### src/rtl/reg_wb_pkg.sv
// Shared definitions for the register-file writeback arbiter.
package reg_wb_pkg;

  // Arbitration FSM states.
  typedef enum logic [1:0] {
    IDLE  = 2'd0,
    WAIT  = 2'd1,
    FORCE = 2'd2
  } arb_state_e;

  // Register file holds indices 0..REG_COUNT-1; index 15 aliases the PC.
  localparam int         REG_COUNT            = 15;
  localparam logic [3:0] PC_IDX               = 4'hF;
  localparam int         STARVE_LIMIT_DEFAULT = 4;

  // True when the index addresses a real register-file entry.
  function automatic logic idx_writable(input logic [3:0] idx);
    return idx < 4'(REG_COUNT);
  endfunction

endpackage

### src/rtl/reg_wb_arbiter.sv
// Arbitrates register-file writes between the pipeline writeback stage and
// an auxiliary (debug/loader) port. Pipe normally wins; aux is guaranteed a
// slot after STARVE_LIMIT consecutive lost cycles by holding the pipe once.
module reg_wb_arbiter
  import reg_wb_pkg::*;
#(
  parameter int STARVE_LIMIT = STARVE_LIMIT_DEFAULT
) (
  input  logic        clk,
  input  logic        rst,
  input  logic        pipe_wb_en,
  input  logic [3:0]  pipe_dest,
  input  logic [31:0] pipe_result,
  input  logic        aux_valid,
  input  logic [3:0]  aux_dest,
  input  logic [31:0] aux_data,
  output logic        aux_ready,
  output logic        pipe_hold,
  output logic        writeBackEn,
  output logic [3:0]  dest_wb,
  output logic [31:0] Result_WB,
  output logic        aux_err
);

  localparam logic [3:0] LIMIT = 4'(STARVE_LIMIT);

  arb_state_e  state_q, state_d;
  logic [3:0]  wait_cnt_q, wait_cnt_d;
  logic [3:0]  wait_cnt_inc;
  logic        aux_err_q, aux_err_d;
  logic        grant_pipe, grant_aux;

  // Next-state, starvation counter and grant decision.
  always_comb begin
    state_d      = state_q;
    wait_cnt_d   = wait_cnt_q;
    grant_pipe   = 1'b0;
    grant_aux    = 1'b0;
    wait_cnt_inc = wait_cnt_q + 4'd1;
    case (state_q)
      IDLE: begin
        if (pipe_wb_en) begin
          grant_pipe = 1'b1;
          if (aux_valid) begin
            // First lost cycle; a limit of one forces on the very next cycle.
            wait_cnt_d = 4'd1;
            state_d    = (LIMIT <= 4'd1) ? FORCE : WAIT;
          end
        end else if (aux_valid) begin
          grant_aux = 1'b1;
        end
      end
      WAIT: begin
        if (!aux_valid) begin
          // Requester withdrew: no aux grant, the pipe still writes if present.
          grant_pipe = pipe_wb_en;
          state_d    = IDLE;
          wait_cnt_d = 4'd0;
        end else if (!pipe_wb_en) begin
          grant_aux  = 1'b1;
          state_d    = IDLE;
          wait_cnt_d = 4'd0;
        end else begin
          grant_pipe = 1'b1;
          wait_cnt_d = wait_cnt_inc;
          state_d    = (wait_cnt_inc >= LIMIT) ? FORCE : WAIT;
        end
      end
      FORCE: begin
        // Pipe is held off; the aux request is still pending by protocol.
        grant_aux  = aux_valid;
        state_d    = IDLE;
        wait_cnt_d = 4'd0;
      end
      default: begin
        state_d    = IDLE;
        wait_cnt_d = 4'd0;
      end
    endcase
    // Reset abandons any in-flight request within the same cycle.
    if (rst) begin
      grant_pipe = 1'b0;
      grant_aux  = 1'b0;
    end
  end

  // Single output mux toward the register file; zeros when nothing is granted.
  always_comb begin
    writeBackEn = 1'b0;
    dest_wb     = 4'd0;
    Result_WB   = 32'd0;
    if (grant_pipe) begin
      writeBackEn = idx_writable(pipe_dest);
      dest_wb     = pipe_dest;
      Result_WB   = pipe_result;
    end else if (grant_aux) begin
      writeBackEn = idx_writable(aux_dest);
      dest_wb     = aux_dest;
      Result_WB   = aux_data;
    end
  end

  assign aux_ready = grant_aux;
  assign pipe_hold = (state_q == FORCE) && !rst;
  assign aux_err_d = aux_err_q | (grant_aux && (aux_dest == PC_IDX));
  assign aux_err   = aux_err_q;

  // State, counter and sticky error registers.
  always_ff @(posedge clk) begin
    if (rst) begin
      state_q    <= IDLE;
      wait_cnt_q <= 4'd0;
      aux_err_q  <= 1'b0;
    end else begin
      state_q    <= state_d;
      wait_cnt_q <= wait_cnt_d;
      aux_err_q  <= aux_err_d;
    end
  end

endmodule

### config.mk
export PLATFORM = sky130hd
export DESIGN_NAME = reg_wb_arbiter
export DESIGN_NICKNAME = d
export VERILOG_FILES = /design/src/rtl/reg_wb_pkg.sv /design/src/rtl/reg_wb_arbiter.sv
export SDC_FILE = /design/constraint.sdc
export NUM_CORES = 1
export LEC_CHECK = 0
export CORE_ASPECT_RATIO = 1.1
export CORE_UTILIZATION = 21
export CTS_BUF_LIST = sky130_fd_sc_hd__clkbuf_8
export DETAILED_ROUTE_END_ITERATION = 12
export GPL_TIMING_DRIVEN = 0
export MAX_ROUTING_LAYER = met4
export PLACE_DENSITY = 0.78
export SKIP_CTS_REPAIR_TIMING = 1
export SLEW_MARGIN = 20
export SYNTH_ARGS = -nofsm -noshare
export SYNTH_HDL_FRONTEND = slang
export SYNTH_SLANG_ARGS = --single-unit
### constraint.sdc
create_clock -name clk -period 1.67 [get_ports clk]
set_clock_uncertainty 0.2 [all_clocks]
set_input_delay 0.2505 -clock clk [delete_from_list [all_inputs] [get_ports clk]]
set_output_delay 0.2505 -clock clk [all_outputs]
set_load 0.05 [all_outputs]
# After elaboration in Yosys (flattened, before gate mapping)
# Cells that the tools add are included.
# totals
reg_bits	7
latchBits	0
ram_bits	0
mem_bits_ro	0
in_bits	76
output_inout_bits	40
word_cells	45
memories	0
# op_classes
addsub	1
mul	0
div	0
order_cmp	3
eq_ne	5
shift	0
n_mux	27
bitwise_logic	1
n_reduce_logical	5
# ops
operator	count
$mux W32	2
$mux W4	6
$mux W1	10
$mux W2	5
$lt A4 B4 Y1 const B	2
$pmux W4 S2	1
$add A4 B1 Y4 const B	1
$eq A4 B4 Y1 const B	1
$ge A4 B3 Y1 const B	1
$ne A2 B2 Y1 const B	2
$pmux W2 S2	1
$pmux W1 S3	1
$eq A2 B1 Y1 const B	1
$eq A2 B2 Y1 const B	1
$logic_and A1 B1 Y1	2
$logic_not A2 Y1	1
$pmux W1 S2	1
$reduce_and A2 Y1	1
$logic_not A1 Y1	1
$or A1 B1 Y1	1

# Logic depth before layout (Yosys ltp)
# Gate-level depths: netlist (run 1).
# logic_depth
ltp_word	6
depth_mapped	5
ltp_nobuf	4

# Least setup slack after synthesis (run 1)
# No wires, ideal clock.
# synth_timing
path_type	register to output
startpoint	reg state_q[1]
endpoint	out Result_WB[25]
t_arrival_ps	1671
t_required_ps	1219
slack_ps	-451
path_stages_with_launch	5
path_buffers	1
path_cell_list	dfxtp_1 -> mux2_4 -> nor3b_2 -> buf_2 -> a22o_1
# synth_via
elab_chain_len	5
elab_cells_between_ends	9
classes_between	2 x eq/ne; 6 x mux; 1 x reduce/logical
# synth_lines
item	line	source
start: declaration	reg_wb_arbiter.sv:27	arb_state_e state_q, state_d;
start signal: assignment	reg_wb_arbiter.sv:115	state_q <= state_d;
$eq A2 B2 Y1, or another cell as far along	reg_wb_arbiter.sv:40	case (state_q)
$pmux W1 S3 *	reg_wb_arbiter.sv:40	
$mux W1 *	reg_wb_arbiter.sv:81	if (rst) begin
named net aux_ready	reg_wb_arbiter.sv:17	output logic aux_ready,
$mux W32 *	reg_wb_arbiter.sv:96	end else if (grant_aux) begin
$mux W32 *	reg_wb_arbiter.sv:92	if (grant_pipe) begin
end: declaration	reg_wb_arbiter.sv:21	output logic [31:0] Result_WB,
# Mark *: on every way through the listed nets, which the timed path passes. The rest lies on a longest branch.

# Worst setup path in the final report (run 1)
# layout_timing
startpoint	reg state_q[1]
endpoint	out Result_WB[19]
# layout_via
elab_chain_len	5
elab_cells_between_ends	9
classes_between	2 x eq/ne; 6 x mux; 1 x reduce/logical
# layout_lines
item	line
$eq A2 B2 Y1, or another cell as far along	reg_wb_arbiter.sv:40
$pmux W1 S3	reg_wb_arbiter.sv:40
$mux W1	reg_wb_arbiter.sv:81
$mux W32	reg_wb_arbiter.sv:96
$mux W32 *	reg_wb_arbiter.sv:92
# Every way passes the cells marked *; elsewhere a longest branch is shown, timed or not.

==> results of run 1 <==
-- report_power, final --
| part | switching (mW) | total (mW) | internal (mW) |
|---|---|---|---|
| combinational | 0.368 | 0.766 | 0.398 |
| clock | 0.0851 | 0.248 | 0.162 |
| sequential | 0.00288 | 0.172 | 0.169 |
-- state kept, by name (all words and copies together), names as in the netlist --
name,cells
aux_err,1
state_q,2
wait_cnt_q,4
-- per-layer routing --
layer | up-vias | share of wire
li1 | 624 | -
met1 | 653 | 0.34
met2 | 74 | 0.55
met3 | 12 | 0.085
met4 | 0 | 0.034
met5 | - | 0
-- worst reg2reg max path: stages (launching register included) --
cell and delay, ns:
dfxtp_4 0.36, mux2_4 0.33, buf_4 0.14, nor4b_1 0.31, o21ba_2 0.17
-- final cells by class --
type,count,area [µm²],area share
buffer,9,81.33,0.03211
clock buffer,3,41.29,0.01630
clock inverter,1,5.005,0.001976
multi-input combinational,71,847.1,0.3345
sequential,7,143.9,0.05682
tap,48,60.06,0.02372
timing repair buffer,125,1354,0.5346
-- cell families (layout without fill, tap and decap cells) --
logic type / Yosys count / in the layout / share of synthesized area
adders and majority gates: 1 / 1 / 0.01626
AOI/OAI and AO/OA: 44 / 44 / 0.4878
xor gates and xnor gates: 1 / 1 / 0.01138
and+or+nand+nor: 23 / 23 / 0.1935
DFF: 7 / 7 / 0.1821
muxes: 2 / 2 / 0.03414
buffers and inverters: 9 / 138 / 0.07480
-- metrics by stage --
stage | setup TNS, ns | hold WS (ns) | util | setup WS [ns] | cell area (µm²)
floorplan | -6.845 | 0.1759 | - | -0.2956 | 912.1
global placement | -50.83 | 0.2680 | 0.6221 | -1.428 | 2123
detailed placement | -51.36 | 0.2713 | 0.6221 | -1.435 | 2123
CTS | -51.32 | 0.2814 | 0.6356 | -1.448 | 2170
global route | -22.77 | 0.2204 | 0.7419 | -0.6376 | 2532
finish | -21.06 | 0.1905 | 0.7419 | -0.5997 | 2532
-- placed cells by master, fill, tap and decap left out, types with 2 or more instances in the layout --
| master | synthesis | routed |
|---|---|---|
| clkdlybuf4s50_1 | 0 | 72 |
| a22o_4 | 0 | 28 |
| buf_8 | 0 | 25 |
| buf_4 | 1 | 14 |
| clkbuf_4 | 0 | 12 |
| a22o_2 | 0 | 9 |
| dfxtp_1 | 7 | 6 |
| dlymetal6s2s_1 | 0 | 4 |
| buf_6 | 2 | 3 |
| nand4_1 | 3 | 3 |
| nand3_1 | 3 | 3 |
| nand3b_1 | 3 | 3 |
| clkbuf_8 | 0 | 3 |
| nor3b_2 | 1 | 2 |
| clkbuf_2 | 0 | 2 |
| nand2_1 | 3 | 2 |
| nor3_1 | 2 | 2 |
| o21ba_2 | 2 | 2 |
| a21oi_1 | 2 | 2 |
| clkbuf_16 | 0 | 2 |
-- worst max-delay path by stage --
| stage | startpoint | end | slack (ns) | depth (start not counted) |
|---|---|---|---|---|
| 2_1_floorplan | state_q[1] | Result_WB[25] | -0.30 | 4 |
| 3_3_place_gp | rst | Result_WB[25] | -1.43 | 6 |
| 3_5_place_dp | rst | Result_WB[25] | -1.44 | 6 |
| 4_1_cts | rst | Result_WB[25] | -1.45 | 6 |
| 5_1_grt | state_q[1] | Result_WB[12] | -0.64 | 6 |
| 6_report | state_q[1] | Result_WB[19] | -0.60 | 6 |
==> reports/qor.txt, run 1 <==
Final worst path period need = 2.270 ns
Number of buffer and inverter stages on the critical path = 3
Starting utilization of the core area = 0.2254
CTS max path bufs = 2
Root buffer cell = clkbuf_8
Initial antenna violation count = 0
Met1 Track Usage GR = 0.2438
Number of iterations in the first detailed-routing pass = 4
Vias = 1,363
Setup-failing EPs final = 38
Slack of the worst reg-to-reg path = 0.11 ns
Share of layout cells above drive strength 1 = 0.5046
TritonCTS clock tree = done
Crit path max-delay cell type = dfxtp_4
Max VDD drop = 255.3 µV
Worst max-slew margin expressed relative to the limit = 0.6596
Run status = complete, but fails checks
Die Span Y = 65.49 µm
Max-Cap Viols = 0
Most utilized layer in the global route result = met2
Unique cell type count in the Yosys netlist = 28
Clock sink count = 7
Total grt overflow = 0
Net count after synthesis = 164
Netlist area before placement = 769.5 µm²
Global-route wire length before repair = 6465 µm
Fmax = 0.4406 GHz
Highest fanout seen on the critical path = 7
Cells on worst reg2reg path = 4
Cell family with most CP delay = buffers and inverters
Initial DRC Count = 61
Critical path start-end classification = reg2out
Portion of synthesized cell area occupied by the leading cell type = 0.4211
FF-to-FF Start = state_q[1]
Worst min-delay path class = in2reg
Most instantiated cells after synthesis = a22o_1, dfxtp_1, buf_2
Startpoint kind of the worst setup timing path = flop
CP Capture Type = primary output
Arrival time of data at the critical path endpoint = 1.82 ns
Number of warnings reported in the yosys synthesis log = 0
Number of top-level pins = 116
Clock Latency Late Sink = 0.23 ns
Placement row count = 22
Hold Violations, Final = 0
Diodes inserted = 0
Global router's overall resource usage = 0.2275
Power density cells = 468.1 nW/µm²
Drt drc = 0
Post-detailed-placement half-perimeter wirelength = 3704 µm
Number of enable flip-flop cells after synthesis = 0
Delay of the slowest critical-path stage = 0.36 ns
Number of storage elements in the synthesis netlist = 7
Synth top area cells = a22o_1, dfxtp_1, buf_6
End of the worst hold path = state_q[1]
DR vias/cell = 5.163
Area of the die = 3910 µm²
Met2 GRT Util = 0.3903
Antenna viol nets, final = 0
Last weighted congestion value of the routability-driven placer = 0.7094
Post-Layout Cell Count = 264
Critical R2R Capture = aux_err
Sequential cell area fraction in the yosys report = 0.1821
Final Power = 1.185 mW
Setup ws final = -0.5997 ns
RSZ-0062 raised after global routing = yes
FILL cells = 239
Cts bufs inserted = 3
Horizontal die dimension = 59.72 µm
Final Max Tran Viols = 0
Cell count after placement = 250
Via count of the first global-routing pass = 1,262
Most frequent cell after synthesis = a22o_1
Commonest register cell after synthesis = dfxtp_1
Number of levels the H-tree was split into = 1
Final critical-path share of the clock period = 1.359
GR met3 Demand/Resource = 0.07283
Transition time at the pin with the least slew margin = 0.5098 ns
Routed wire length per instance = 21.10 µm
Layout overhead on the synthesized area = 229.1%
Violated checks = negative setup slack
Port buffer count = 115
Number of cells produced by synthesis = 87
Cell breakdown of the critical path = mux2_4 -> nor3b_4 -> buf_6 -> clkbuf_16 -> a22o_4 -> buf_8
Startpoint of the tightest hold check path = aux_valid
Worst Hold Depth = 3
Final net count = 294
Clock-pin transition on the worst setup and hold timing paths = 0.04 ns
Synthesized area per cell = 8.845 µm²
Largest net degree at the start of global routing = 11
Async S/R FF share, synth = 0
CORE AREA = 3413 µm²
Library cell occupying the most area in the post-synthesis netlist = a22o_1
Data required time at the worst endpoint = 1.22 ns
Leak = 1.156 nW
Routed wire length = 5571 µm
Note: power is estimated with default switching activity, not from simulation.
==> run 2, diff against run 1 <==
Settings changed: CELL_PAD_IN_SITES_DETAIL_PLACEMENT from default to 1, CELL_PAD_IN_SITES_GLOBAL_PLACEMENT from default to 1, CORE_UTILIZATION 21 to 13, HOLD_SLACK_MARGIN from default to 0.02, PLACE_DENSITY 0.78 to default, PLACE_DENSITY_LB_ADDON from default to 0.1.
==> reports/qor.txt, run 2 (same netlist as run 1, synthesis figures left out) <==
Worst Hold Depth = 3
Power density cells = 463.1 nW/µm²
Final worst path period need = 2.217 ns
Most frequent standard cell in the layout excluding fill and tap cells = clkdlybuf4s50_1
Last weighted congestion value of the routability-driven placer = 0.6952
Placement row count = 29
FF-to-FF Start = wait_cnt_q[0]
Startpoint of the tightest hold check path = aux_valid
Worst max-slew margin expressed relative to the limit = 0.6448
Switch share = 0.3737
Initial DRC Count = 13
Final critical-path share of the clock period = 1.327
Portion of total power attributed to combinational logic = 0.632
Drt drc = 0
CP Capture Type = primary output
DR vias/cell = 4.358
Post-Layout Cell Count = 288
Commonest cells after routing, fill and taps aside = clkdlybuf4s50_1, a22o_2, buf_8
Routed wire length = 4550 µm
Number of iterations in the first detailed-routing pass = 4
Switching power of the nets = 408.3 µW
Fmax = 0.4512 GHz
Final Max Tran Viols = 0
Setup ws final = -0.5465 ns
Total grt overflow = 0
Largest net degree at the start of global routing = 11
Diodes inserted = 0
Initial antenna violation count = 0
Clock sink count = 7
Clock network fraction of total power = 0.211
Final net count = 289
Arrival time of data at the critical path endpoint = 1.77 ns
Slack of the worst reg-to-reg path = 0.20 ns
Horizontal die dimension = 75.36 µm
Violated checks = negative setup slack
Data required time at the worst endpoint = 1.22 ns
Number of levels the H-tree was split into = 1
Clock-pin transition on the worst setup and hold timing paths = 0.04 ns
Startpoint of the worst setup timing path = state_q[1]
Global-route wire length before repair = 6272 µm
TritonCTS clock tree = done
End of the worst hold path = state_q[1]
Number of top-level pins = 116
Transition time at the pin with the least slew margin = 0.5319 ns
Hold Violations, Final = 0
Cell count after placement = 279
Share of layout cells above drive strength 1 = 0.4882
Cell Int Power = 684.4 µW
Delay of the slowest critical-path stage = 0.36 ns
Critical path start-end classification = reg2out
RSZ-0062 raised after global routing = yes
CTS max path bufs = 2
Post-Route Hold Slack = 0.1807 ns
Critical R2R Capture = wait_cnt_q[3]
Crit path top cell by count = buf_6
Max FFs per register = 4
Highest fanout seen on the critical path = 10
Worst min-delay path class = in2reg
Setup-failing EPs final = 38
Leak = 1.047 nW
Starting utilization of the core area = 0.1342
Sequential standard cell area = 143.9 µm²
Area of the die = 6231 µm²
Cell breakdown of the critical path = mux2_4 -> nor3b_4 -> buf_6 -> buf_8 -> a22o_2 -> buf_6
Run status = complete, but fails checks
Layout overhead on the synthesized area = 206.7%
Register ranked first by flip-flop count = wait_cnt_q
Port buffer count = 115
Max VDD drop = 290.1 µV
FILL cells = 668
Total negative setup slack = -18.92 ns
Die Span Y = 82.69 µm
Antenna viol nets, final = 0
Design Area, Final = 2360 µm²
CORE AREA = 5733 µm²
Cell area reported after detailed placement = 2160 µm²
Global router's overall resource usage = 0.1330
Via count of the first global-routing pass = 1,237
Startpoint kind of the worst setup timing path = flop
Cells on worst reg2reg path = 3
Root buffer cell = clkbuf_8
Routed wire length per instance = 15.80 µm
Clock Latency Late Sink = 0.22 ns
Crit path max-delay cell type = dfxtp_4
Post-detailed-placement half-perimeter wirelength = 3715 µm
Max-Cap Viols = 0
Cts bufs inserted = 3
Multi-input logic area = 749.5 µm²
Part of the total power dissipated in sequential elements = 0.158
Vias = 1,255
-- run 2: worst max-delay path, delay by kind of cell (launching register included) --
| kind | cells | cell delay, ns |
|---|---|---|
| buffers and inverters | 3 | 0.46 |
| DFF | 1 | 0.36 |
| muxes | 1 | 0.32 |
| and+or+nand+nor | 1 | 0.25 |
| AOI/OAI and AO/OA | 1 | 0.15 |
-- run 2: per-stage QoR --
| step | worst slack (ns) | util | total power, mW |
|---|---|---|---|
| after floorplan | -0.2956 | - | 0.5092 |
| after global placement | -1.464 | 0.3767 | 0.8116 |
| after detailed placement | -1.500 | 0.3767 | 0.8220 |
| after CTS | -1.499 | 0.3845 | 1.061 |
| after global routing | -0.6421 | 0.4116 | 1.153 |
| final | -0.5465 | 0.4116 | 1.093 |
-- run 2: worst max path at each step --
stage	end
4_1_cts	Result_WB[23]
3_3_place_gp	Result_WB[23]
3_5_place_dp	Result_WB[23]
2_1_floorplan	Result_WB[25]
6_report	Result_WB[23]
5_1_grt	Result_WB[7]
-- run 2: power groups by stage --
stage / Combinational [mW] / Clock (mW) / Sequential, mW
3_3_place_gp: 0.635 / 0 / 0.176
4_1_cts: 0.647 / 0.240 / 0.174
5_1_grt: 0.721 / 0.260 / 0.173
2_1_floorplan: 0.333 / 0 / 0.176
3_5_place_dp: 0.645 / 0 / 0.177
6_report: 0.690 / 0.230 / 0.172
-- run 2: final cells by class --
class	instances	share of cell area
multi-input combinational	71	0.3176
sequential	7	0.06098
tap	77	0.04083
buffer	9	0.03446
timing repair buffer	120	0.5270
clock inverter	1	0.001591
clock buffer	3	0.01750
-- run 2: routing by layer --
layer	vias up	track usage	share of wire
met5	-	-	0
li1	609	-	-
met2	60	0.2429	0.52
met3	0	0.03762	0.088
met1	586	0.1506	0.39
met4	0	0.005556	0
